<file path="src/rtl/wb_rr_arbiter_if.sv">
// Bus bundle between the requesting masters, the round-robin arbiter and the shared slave.
// Handshake: a beat completes on a cycle where the granted wbm_stb_i and wbs_ack_i are both high.
interface wb_rr_arbiter_if #(
    parameter int NUM_MASTERS    = 2,
    parameter int BUS_DATA_WIDTH = 32,
    parameter int BUS_ADDR_WIDTH = 8,
    parameter int BYTE_EN_WIDTH  = BUS_DATA_WIDTH / 8
);
    logic [NUM_MASTERS-1:0]                wbm_cyc_i;
    logic [NUM_MASTERS-1:0]                wbm_stb_i;
    logic [NUM_MASTERS-1:0]                wbm_we_i;
    logic [NUM_MASTERS*BYTE_EN_WIDTH-1:0]  wbm_sel_i;
    logic [NUM_MASTERS*BUS_ADDR_WIDTH-1:0] wbm_adr_i;
    logic [NUM_MASTERS*BUS_DATA_WIDTH-1:0] wbm_dat_i;
    logic [BUS_DATA_WIDTH-1:0]             wbm_dat_o;
    logic [NUM_MASTERS-1:0]                wbm_ack_o;
    logic [NUM_MASTERS-1:0]                wbm_err_o;

    logic                                  wbs_cyc_o;
    logic                                  wbs_stb_o;
    logic                                  wbs_we_o;
    logic [BYTE_EN_WIDTH-1:0]              wbs_sel_o;
    logic [BUS_ADDR_WIDTH-1:0]             wbs_adr_o;
    logic [BUS_DATA_WIDTH-1:0]             wbs_dat_o;
    logic [BUS_DATA_WIDTH-1:0]             wbs_dat_i;
    logic                                  wbs_ack_i;

    // Arbiter view.
    modport slave (
        input  wbm_cyc_i, wbm_stb_i, wbm_we_i, wbm_sel_i, wbm_adr_i, wbm_dat_i,
        input  wbs_dat_i, wbs_ack_i,
        output wbm_dat_o, wbm_ack_o, wbm_err_o,
        output wbs_cyc_o, wbs_stb_o, wbs_we_o, wbs_sel_o, wbs_adr_o, wbs_dat_o
    );

    // Environment view: masters and slave model around the arbiter.
    modport master (
        output wbm_cyc_i, wbm_stb_i, wbm_we_i, wbm_sel_i, wbm_adr_i, wbm_dat_i,
        output wbs_dat_i, wbs_ack_i,
        input  wbm_dat_o, wbm_ack_o, wbm_err_o,
        input  wbs_cyc_o, wbs_stb_o, wbs_we_o, wbs_sel_o, wbs_adr_o, wbs_dat_o
    );
endinterface

</file>
<file path="src/rtl/wb_rr_arbiter.sv">
// Round-robin Wishbone arbiter: one granted master per cyc period, combinational forward
// to the shared slave, and a stall timeout that answers a silent slave with err.
module wb_rr_arbiter #(
    parameter int NUM_MASTERS    = 2,
    parameter int BUS_DATA_WIDTH = 32,
    parameter int BUS_ADDR_WIDTH = 8,
    parameter int BYTE_EN_WIDTH  = BUS_DATA_WIDTH / 8,
    parameter int TIMEOUT        = 16
) (
    input  logic                   wb_clk_i,
    input  logic                   wb_rst_i,
    wb_rr_arbiter_if.slave         bus,
    output logic [NUM_MASTERS-1:0] grant_o
);
    localparam int IDX_W = $clog2(NUM_MASTERS);
    localparam int CNT_W = $clog2(TIMEOUT);

    typedef enum logic {
        ST_IDLE = 1'b0,
        ST_BUSY = 1'b1
    } state_t;

    state_t                  r_state;
    logic [NUM_MASTERS-1:0]  r_grant;
    logic [IDX_W-1:0]        r_last_idx;
    logic [CNT_W-1:0]        r_stall_cnt;

    logic                      w_busy;
    logic                      w_any_req;
    logic [IDX_W-1:0]          w_win_idx;
    logic                      w_sel_cyc;
    logic                      w_sel_stb;
    logic                      w_sel_we;
    logic [BYTE_EN_WIDTH-1:0]  w_sel_sel;
    logic [BUS_ADDR_WIDTH-1:0] w_sel_adr;
    logic [BUS_DATA_WIDTH-1:0] w_sel_dat;
    logic                      w_stall_max;
    logic                      w_ack_hit;
    logic                      w_expire;

    function automatic logic [IDX_W-1:0] rr_idx(input logic [IDX_W-1:0] base, input int off);
        int sum;
        sum = int'(base) + off;
        if (sum >= NUM_MASTERS) sum = sum - NUM_MASTERS;
        return sum[IDX_W-1:0];
    endfunction

    // Scan from the farthest candidate down so the nearest requester after last grant wins.
    always_comb begin
        w_any_req = |bus.wbm_cyc_i;
        w_win_idx = r_last_idx;
        for (int i = NUM_MASTERS; i >= 1; i--) begin
            if (bus.wbm_cyc_i[rr_idx(r_last_idx, i)]) w_win_idx = rr_idx(r_last_idx, i);
        end
    end

    // r_last_idx doubles as the current owner while BUSY.
    always_comb begin
        w_sel_cyc = bus.wbm_cyc_i[r_last_idx];
        w_sel_stb = bus.wbm_stb_i[r_last_idx];
        w_sel_we  = bus.wbm_we_i[r_last_idx];
        w_sel_sel = bus.wbm_sel_i[int'(r_last_idx)*BYTE_EN_WIDTH +: BYTE_EN_WIDTH];
        w_sel_adr = bus.wbm_adr_i[int'(r_last_idx)*BUS_ADDR_WIDTH +: BUS_ADDR_WIDTH];
        w_sel_dat = bus.wbm_dat_i[int'(r_last_idx)*BUS_DATA_WIDTH +: BUS_DATA_WIDTH];
    end

    assign w_busy      = (r_state == ST_BUSY);
    assign w_stall_max = (r_stall_cnt == CNT_W'(TIMEOUT - 1));
    // A reset cycle never completes or errors a beat.
    assign w_ack_hit   = w_busy & w_sel_stb & bus.wbs_ack_i & ~wb_rst_i;
    assign w_expire    = w_busy & w_sel_stb & ~bus.wbs_ack_i & w_stall_max & ~wb_rst_i;

    assign bus.wbs_cyc_o = w_busy & w_sel_cyc;
    assign bus.wbs_stb_o = w_busy & w_sel_stb;
    assign bus.wbs_we_o  = w_busy & w_sel_we;
    assign bus.wbs_sel_o = w_busy ? w_sel_sel : '0;
    assign bus.wbs_adr_o = w_busy ? w_sel_adr : '0;
    assign bus.wbs_dat_o = w_busy ? w_sel_dat : '0;

    assign bus.wbm_dat_o = bus.wbs_dat_i;
    assign bus.wbm_ack_o = w_ack_hit ? r_grant : '0;
    assign bus.wbm_err_o = w_expire  ? r_grant : '0;
    assign grant_o       = r_grant;

    always_ff @(posedge wb_clk_i) begin
        if (wb_rst_i) begin
            r_state     <= ST_IDLE;
            r_grant     <= '0;
            r_last_idx  <= IDX_W'(NUM_MASTERS - 1);
            r_stall_cnt <= '0;
        end else begin
            case (r_state)
                ST_IDLE: begin
                    r_stall_cnt <= '0;
                    if (w_any_req) begin
                        r_state    <= ST_BUSY;
                        r_last_idx <= w_win_idx;
                        r_grant    <= {{(NUM_MASTERS-1){1'b0}}, 1'b1} << w_win_idx;
                    end
                end
                ST_BUSY: begin
                    if (!w_sel_cyc) begin
                        // Releasing to IDLE enforces the dead cycle before any re-grant.
                        r_state     <= ST_IDLE;
                        r_grant     <= '0;
                        r_stall_cnt <= '0;
                    end else if (w_sel_stb && !bus.wbs_ack_i) begin
                        r_stall_cnt <= w_stall_max ? '0 : r_stall_cnt + 1'b1;
                    end else begin
                        r_stall_cnt <= '0;
                    end
                end
                default: begin
                    r_state     <= ST_IDLE;
                    r_grant     <= '0;
                    r_stall_cnt <= '0;
                end
            endcase
        end
    end
endmodule

</file>
<file path="src/flat_wrapper.sv">
// flat-port wrapper written by rule: the top's interface ports become plain ports
module wb_rr_arbiter_flat 
#(
    parameter int NUM_MASTERS    = 2,
    parameter int BUS_DATA_WIDTH = 32,
    parameter int BUS_ADDR_WIDTH = 8,
    parameter int BYTE_EN_WIDTH  = BUS_DATA_WIDTH / 8,
    parameter int TIMEOUT        = 16
)
  (wb_clk_i, wb_rst_i, grant_o, bus_wbm_cyc_i, bus_wbm_stb_i, bus_wbm_we_i, bus_wbm_sel_i, bus_wbm_adr_i, bus_wbm_dat_i, bus_wbs_dat_i, bus_wbs_ack_i, bus_wbm_dat_o, bus_wbm_ack_o, bus_wbm_err_o, bus_wbs_cyc_o, bus_wbs_stb_o, bus_wbs_we_o, bus_wbs_sel_o, bus_wbs_adr_o, bus_wbs_dat_o);
  wb_rr_arbiter_if #(.NUM_MASTERS(NUM_MASTERS), .BUS_DATA_WIDTH(BUS_DATA_WIDTH), .BUS_ADDR_WIDTH(BUS_ADDR_WIDTH), .BYTE_EN_WIDTH(BYTE_EN_WIDTH)) bus_i ();
  input  logic wb_clk_i;
  input  logic wb_rst_i;
  output logic [NUM_MASTERS-1:0] grant_o;
  input wire logic [$bits(bus_i.wbm_cyc_i)-1:0] bus_wbm_cyc_i;
  input wire logic [$bits(bus_i.wbm_stb_i)-1:0] bus_wbm_stb_i;
  input wire logic [$bits(bus_i.wbm_we_i)-1:0] bus_wbm_we_i;
  input wire logic [$bits(bus_i.wbm_sel_i)-1:0] bus_wbm_sel_i;
  input wire logic [$bits(bus_i.wbm_adr_i)-1:0] bus_wbm_adr_i;
  input wire logic [$bits(bus_i.wbm_dat_i)-1:0] bus_wbm_dat_i;
  input wire logic [$bits(bus_i.wbs_dat_i)-1:0] bus_wbs_dat_i;
  input wire logic [$bits(bus_i.wbs_ack_i)-1:0] bus_wbs_ack_i;
  output wire logic [$bits(bus_i.wbm_dat_o)-1:0] bus_wbm_dat_o;
  output wire logic [$bits(bus_i.wbm_ack_o)-1:0] bus_wbm_ack_o;
  output wire logic [$bits(bus_i.wbm_err_o)-1:0] bus_wbm_err_o;
  output wire logic [$bits(bus_i.wbs_cyc_o)-1:0] bus_wbs_cyc_o;
  output wire logic [$bits(bus_i.wbs_stb_o)-1:0] bus_wbs_stb_o;
  output wire logic [$bits(bus_i.wbs_we_o)-1:0] bus_wbs_we_o;
  output wire logic [$bits(bus_i.wbs_sel_o)-1:0] bus_wbs_sel_o;
  output wire logic [$bits(bus_i.wbs_adr_o)-1:0] bus_wbs_adr_o;
  output wire logic [$bits(bus_i.wbs_dat_o)-1:0] bus_wbs_dat_o;
  assign bus_i.wbm_cyc_i = bus_wbm_cyc_i;
  assign bus_i.wbm_stb_i = bus_wbm_stb_i;
  assign bus_i.wbm_we_i = bus_wbm_we_i;
  assign bus_i.wbm_sel_i = bus_wbm_sel_i;
  assign bus_i.wbm_adr_i = bus_wbm_adr_i;
  assign bus_i.wbm_dat_i = bus_wbm_dat_i;
  assign bus_i.wbs_dat_i = bus_wbs_dat_i;
  assign bus_i.wbs_ack_i = bus_wbs_ack_i;
  assign bus_wbm_dat_o = bus_i.wbm_dat_o;
  assign bus_wbm_ack_o = bus_i.wbm_ack_o;
  assign bus_wbm_err_o = bus_i.wbm_err_o;
  assign bus_wbs_cyc_o = bus_i.wbs_cyc_o;
  assign bus_wbs_stb_o = bus_i.wbs_stb_o;
  assign bus_wbs_we_o = bus_i.wbs_we_o;
  assign bus_wbs_sel_o = bus_i.wbs_sel_o;
  assign bus_wbs_adr_o = bus_i.wbs_adr_o;
  assign bus_wbs_dat_o = bus_i.wbs_dat_o;
  wb_rr_arbiter #(.NUM_MASTERS(NUM_MASTERS), .BUS_DATA_WIDTH(BUS_DATA_WIDTH), .BUS_ADDR_WIDTH(BUS_ADDR_WIDTH), .BYTE_EN_WIDTH(BYTE_EN_WIDTH), .TIMEOUT(TIMEOUT)) u_core (.wb_clk_i(wb_clk_i), .wb_rst_i(wb_rst_i), .bus(bus_i), .grant_o(grant_o));
endmodule
</file>
<file path="config.mk">
export PLATFORM = sky130hd
export DESIGN_NAME = wb_rr_arbiter_flat
export DESIGN_NICKNAME = d
export VERILOG_FILES = /design/src/rtl/wb_rr_arbiter_if.sv /design/src/rtl/wb_rr_arbiter.sv /design/src/flat_wrapper.sv
export SDC_FILE = /design/constraint.sdc
export NUM_CORES = 1
export LEC_CHECK = 0
export ABC_AREA = 1
export CORE_AREA = 2 2 84 86
export DETAILED_ROUTE_END_ITERATION = 10
export DIE_AREA = 0 0 86 88
export DONT_BUFFER_PORTS = 1
export GPL_TIMING_DRIVEN = 0
export HOLD_SLACK_MARGIN = 0.02
export PLACE_DENSITY = 0.37
export SLEW_MARGIN = 0
export SYNTH_ARGS = -nofsm -noshare
export SYNTH_HDL_FRONTEND = slang
export SYNTH_SLANG_ARGS = --single-unit
</file>
<file path="constraint.sdc">
create_clock -name wb_clk_i -period 2.3 [get_ports wb_clk_i]
set_input_delay 0.575 -clock wb_clk_i [delete_from_list [all_inputs] [get_ports wb_clk_i]]
set_output_delay 0.575 -clock wb_clk_i [all_outputs]
set_load 0.1 [all_outputs]
</file>
-- Word-level counts from Yosys, hierarchy flattened
Cells that the tools add are included.
- flip-flop bits (word level): 8
- input bits: 129
- output and inout bits: 85
- add/sub/neg operators: 5
- $lt $le $gt $ge: 5
- equal/unequal tests: 3
- shifts and indexed selects: 4
- muxes and demuxes: 29
- bitwise gates (word level): 11
- reductions and logical operators: 5
- operators by type and width (operator ; number):
    $shiftx A64 B7 Y32 ; 1
    $mux W32 ; 1
    $mux W1 ; 16
    $mux W4 ; 4
    $shiftx A16 B5 Y8 ; 1
    $and A1 B1 Y1 ; 8
    $mux W2 ; 4
    $mux W8 ; 1
    $pmux W4 S2 ; 1
    $shiftx A8 B4 Y4 ; 1
    $lt A1 B2 Y1 const B ; 3
    $add A4 B1 Y4 const B ; 1
    $eq A4 B4 Y1 const B ; 1
    $pmux W2 S2 ; 1
    $reduce_and A2 Y1 ; 2
    $add A1 B2 Y3 const B ; 1
    $ge A3 B2 Y1 const B ; 1
    $not A1 Y1 ; 3
    $add A1 B1 Y2 const B ; 1
    $ge A2 B2 Y1 const B ; 1
    $ne A2 B1 Y1 const B ; 1
    $ne A2 B2 Y1 const B ; 1
    $pmux W1 S2 ; 1
    $reduce_or A2 Y1 ; 1
    4 further kinds ; 5

-- Depth between registers and ports, before layout
- depth in word-level cells: 10
- depth in mapped cells: 6
- mapped depth without buffers: 5

-- Worst setup path before layout
OpenSTA, ideal clock, no wires.
- path kind: register -> output
- start: reg u_core.r_grant[0] (netlist: u_core.grant_o[0])
- end: out bus_wbm_err_o[0]
- arrival: 3.214 ns
- setup slack: -1.489 ns
- cell stages (with the launch flop): 3
- buffers on the path: 0
- path through: dfxtp_1 inv_1 nor3_1
- longest elaborated chain between the ends: 1
- RTL lines (element ; RTL line ; text):
    start: declaration ; wb_rr_arbiter.sv:24 ; logic [NUM_MASTERS-1:0] r_grant;
    start signal: assignment ; wb_rr_arbiter.sv:98 ; r_grant <= {{(NUM_MASTERS-1){1'b0}}, 1'b1} << w_win_idx;
    $mux W2 ; wb_rr_arbiter.sv:82 ; assign bus.wbm_err_o = w_expire ? r_grant : '0;
    end: declaration ; flat_wrapper.sv:25 ; output wire logic [$bits(bus_i.wbm_err_o)-1:0] bus_wbm_err_o;
No other way between the ends.

-- Worst setup path after layout
- start: reg u_core.r_last_idx
- end: out bus_wbm_ack_o[0]
- longest elaborated chain between the ends: 6
- RTL lines (element ; RTL line ; text):
    start: declaration ; wb_rr_arbiter.sv:25 ; logic [IDX_W-1:0] r_last_idx;
    start signal: assignment ; wb_rr_arbiter.sv:89 ; r_last_idx <= IDX_W'(NUM_MASTERS - 1);
    start signal: assignment ; wb_rr_arbiter.sv:97 ; r_last_idx <= w_win_idx;
    $mux W1 (not written as such) (2 in series) ; wb_rr_arbiter.sv:60 ; w_sel_stb = bus.wbm_stb_i[r_last_idx];
    $and A1 B1 Y1 ; - ;
    via bus_wbs_stb_o ; flat_wrapper.sv:27 ; output wire logic [$bits(bus_i.wbs_stb_o)-1:0] bus_wbs_stb_o;
    $and A1 B1 Y1 (2 in series) ; wb_rr_arbiter.sv:70 ; assign w_ack_hit = w_busy & w_sel_stb & bus.wbs_ack_i & ~wb_rst_i;
    $mux W2 ; wb_rr_arbiter.sv:81 ; assign bus.wbm_ack_o = w_ack_hit ? r_grant : '0;
    end: declaration ; flat_wrapper.sv:24 ; output wire logic [$bits(bus_i.wbm_ack_o)-1:0] bus_wbm_ack_o;
The timed path passes the listed nets, and every way through them passes these cells. The select of a mux whose other input is x is not followed.

==> impl_metrics.csv <==
group,metric,value,unit
outcome,status,"finished, violations left",
outcome,failed_checks,"negative setup slack",
synth,synth_fa_ha_area_share,0.945,%
floorplan,ioPinCount,214,
routing,drt_iter0_drc,23,
power_and_ir_drop,max-vdd-ir-drop,291,uV
power_and_ir_drop,p_leak,0.709,nW
global_routing,grt.total_usage,11.9,%
clocking,clk_latency,0.23,ns
synth,ys.flop_type,"dfxtp_1",
synth,synth.area.top_cells,"nor2_1 (26%), buf_4 (19%), o21ai_0 (17%)",
clocking,cts_root_buf,"clkbuf_8",
synth,yosysTopAreaCell,"nor2_1",
clocking,clkSinkCount,8,
synth,async_reset_ff_share,0,%
worst_setup_path,cp-start-kind,"register",
timing,setup_slack,-0.370,ns
layout,area_growth,48.1,%
clocking,cts_made_buffers,3,
floorplan,initial_core_util,19.9,%
routing,dr.pass1.iters,4,
power_and_ir_drop,clock_power_share,11.0,%
timing,rsz0062_at_grt,"true",
synth,synth_edf_count,0,
placement,placedInstanceArea,1590,um2
synth,synth_top_area_share,26.4,%
global_routing,grt_overflow_total,0,
worst_setup_path,crit_required,1.73,ns
layout,fin_util,29.5,%
worst_setup_path,critPathKind,"register to output port",
synth,synth_top_family_by_area,"simple AND/OR/NAND/NOR gates",
power_and_ir_drop,p_int,0.436,mW
timing,setup_violations,4,
timing,timing.final.crit_share,116,%
floorplan,core_area,6640,um2
synth,synth_fp_nets,366,
worst_setup_path,max_stage_delay,0.62,ns
power_and_ir_drop,switching_share,71.9,%
worst_setup_path,cp_cell_sequence,"buf_6 -> nand2_4 -> a21oi_4 -> nand3_4 -> nor2_4",
synth,synth-compound-area-share,19.2,%
timing,finalCriticalPeriod,2.67,ns
routing,finalWirelength,4970,um
power_and_ir_drop,power_density,791,nW/um2
global_routing,grt_pass1_vias,1508,
synth,syn_area,1320,um2
synth,yosysWarningCount,0,
synth,synth_cell_types,22,
floorplan,die_area,7570,um2
routing,wl_per_cell,15.3,um
floorplan,die_h,88,um
clocking,clockBufferDepth,2,
layout,design_area,1960,um2
clocking,clkSlewWorstSetupHoldPaths,0.04,ns
synth,synthSimpleGateAreaFrac,40.7,%
global_routing,grt_pass1_wl,7280,um
clocking,cts_tree,"yes",
layout,final_cell_mix,"nor2_4 (47), nor2_1 (46), buf_4 (39), o21ai_0 (38), o21ai_1 (8)",
placement,dp_hpwl,3930,um
routing,ant_nets,0,
timing,max_freq,374,MHz
floorplan,dieWidth,86,um
synth,yosysSeqAreaShare,12.1,%
worst_setup_path,cp_max_fo,4,
timing,max_slew_margin,33.7,%
min_path,min_path_type,"primary input to register",
routing,num_vias,1571,
routing,drc,0,
layout,n_antenna_cell,0,
layout,fin_cells,326,
placement,dp.cells,316,
routing,viasPerCell,4.82,
timing,clock_skew,0.00228,ns
layout,fin_nets,378,
power_and_ir_drop,p_seq_share,11.6,%
synth,synth_xor_area_share,0.662,%
placement,place_congestion,0.714,
synth,syn_avg_cell_area,5.61,um2
timing,tightest_slew,0.992,ns
worst_setup_path,crit_arrival,2.10,ns
synth,synthCells,236,
floorplan,row_count,30,
run,cap_violations,0,
power_and_ir_drop,p_sw,1.11,mW
layout,final_common_cell,"nor2_4",
clocking,cts_htree_levels,1,
power_and_ir_drop,comb_power_share,77.5,%
worst_setup_path,cpMaxStageDelayCell,"a21oi_4",
worst_setup_path,end_kind,"output port",
synth,synth.ff_latch_count,8,
timing,drv_slew,0,
synth,synth_mux_area_share,0,%
placement,io_buffers,0,
layout,final_layout_size_suffix_gt1_share,51.6,%
global_routing,antenna_found_initial,0,
global_routing,grt_start_max_net_pins,11,
timing,hold_viol_final,0,
-- path summary, 6_finish.rpt --
kind              slack (ns)  depth (start not counted)               endpoint                   from
setup / recovery       -0.37                          5       bus_wbm_ack_o[0]      u_core.r_last_idx
setup reg to reg        1.13                          7  u_core.r_stall_cnt[1]      u_core.r_last_idx
hold / removal          0.40                          1         u_core.r_state               wb_rst_i
hold reg to reg         0.51                          2  u_core.r_stall_cnt[0]  u_core.r_stall_cnt[0]
-- layout make-up --
| class | count | area (um2) |
|---|---|---|
| flip-flops and latches | 8 | 178 |
| clock buffers | 3 | 41.3 |
| inverters | 7 | 30.0 |
| multi-input cells | 174 | 1220 |
| repair buffers | 7 | 52.6 |
| fillers | 747 | 4680 |
| plain buffers | 47 | 342 |
| well taps | 80 | 100 |
-- worst max-delay path, delay by kind of cell, from the launching register on --
family	cells	cell delay, ns
AND/OR/NAND/NOR	3	0.78
AO/OA/AOI/OAI	1	0.62
flip-flops	1	0.36
buffers and inverters	1	0.10
-- cells by family after synthesis --
group | count (synthesis)
AOI/OAI and AO/OA | 50
adders and majority gates | 1
DFF | 8
and+or+nand+nor | 122
buffers and inverters | 54
xor gates and xnor gates | 1
-- metal layers --
| metal | track usage [%] | vias up | part of all wire [%] |
|---|---|---|---|
| met5 | 0 | - | 0 |
| met4 | 2.60 | 0 | 0.68 |
| met3 | 3.02 | 6 | 11 |
| met2 | 22.4 | 108 | 55 |
| met1 | 13.5 | 708 | 34 |
| li1 | - | 749 | - |
-- cell usage after synthesis (3+ instances only) --
master and n:
inv_1 7, nor2_1 93, nand3_1 7, nand2_1 7
nor3_2 3, buf_2 6, buf_4 33, clkbuf_1 6
a21oi_1 3, o21ai_0 46, nand2_2 4, dfxtp_1 8
-- power by group through the flow --
stage / clock, mW / sequential (mW) / combinational, mW
6_report: 0.170 / 0.180 / 1.20
5_1_grt: 0.181 / 0.181 / 1.25
4_1_cts: 0.173 / 0.181 / 1.19
3_5_place_dp: 0 / 0.182 / 1.10
3_3_place_gp: 0 / 0.181 / 1.10
2_1_floorplan: 0 / 0.178 / 1.04
-- state kept, by name (all words and copies together), names as in the netlist --
register	flops
u_core.r_stall_cnt	4
u_core.grant_o	2
u_core.r_state	1
u_core.r_last_idx	1
-- metrics by stage --
stage | setup WS (ns) | power (mW) | TNS (ns) | hold WS [ns]
3_5_place_dp | -0.367 | 1.28 | -4.73 | 0.477
4_1_cts | -0.389 | 1.55 | -1.21 | 0.402
6_report | -0.370 | 1.55 | -0.951 | 0.403
3_3_place_gp | -0.349 | 1.28 | -4.26 | 0.483
5_1_grt | -0.413 | 1.61 | -1.58 | 0.403
2_1_floorplan | -0.289 | 1.22 | -0.805 | 0.458
-- what timing repair did --
item                                    in CTS  in global routing
buffers inserted                             5                  2
endpoints found under the setup margin      49                 43
pin swaps                                    9                 16
hold buffers                                 0                  0
resized for setup                           64                 15
Power figures use the tool's default switching activity.
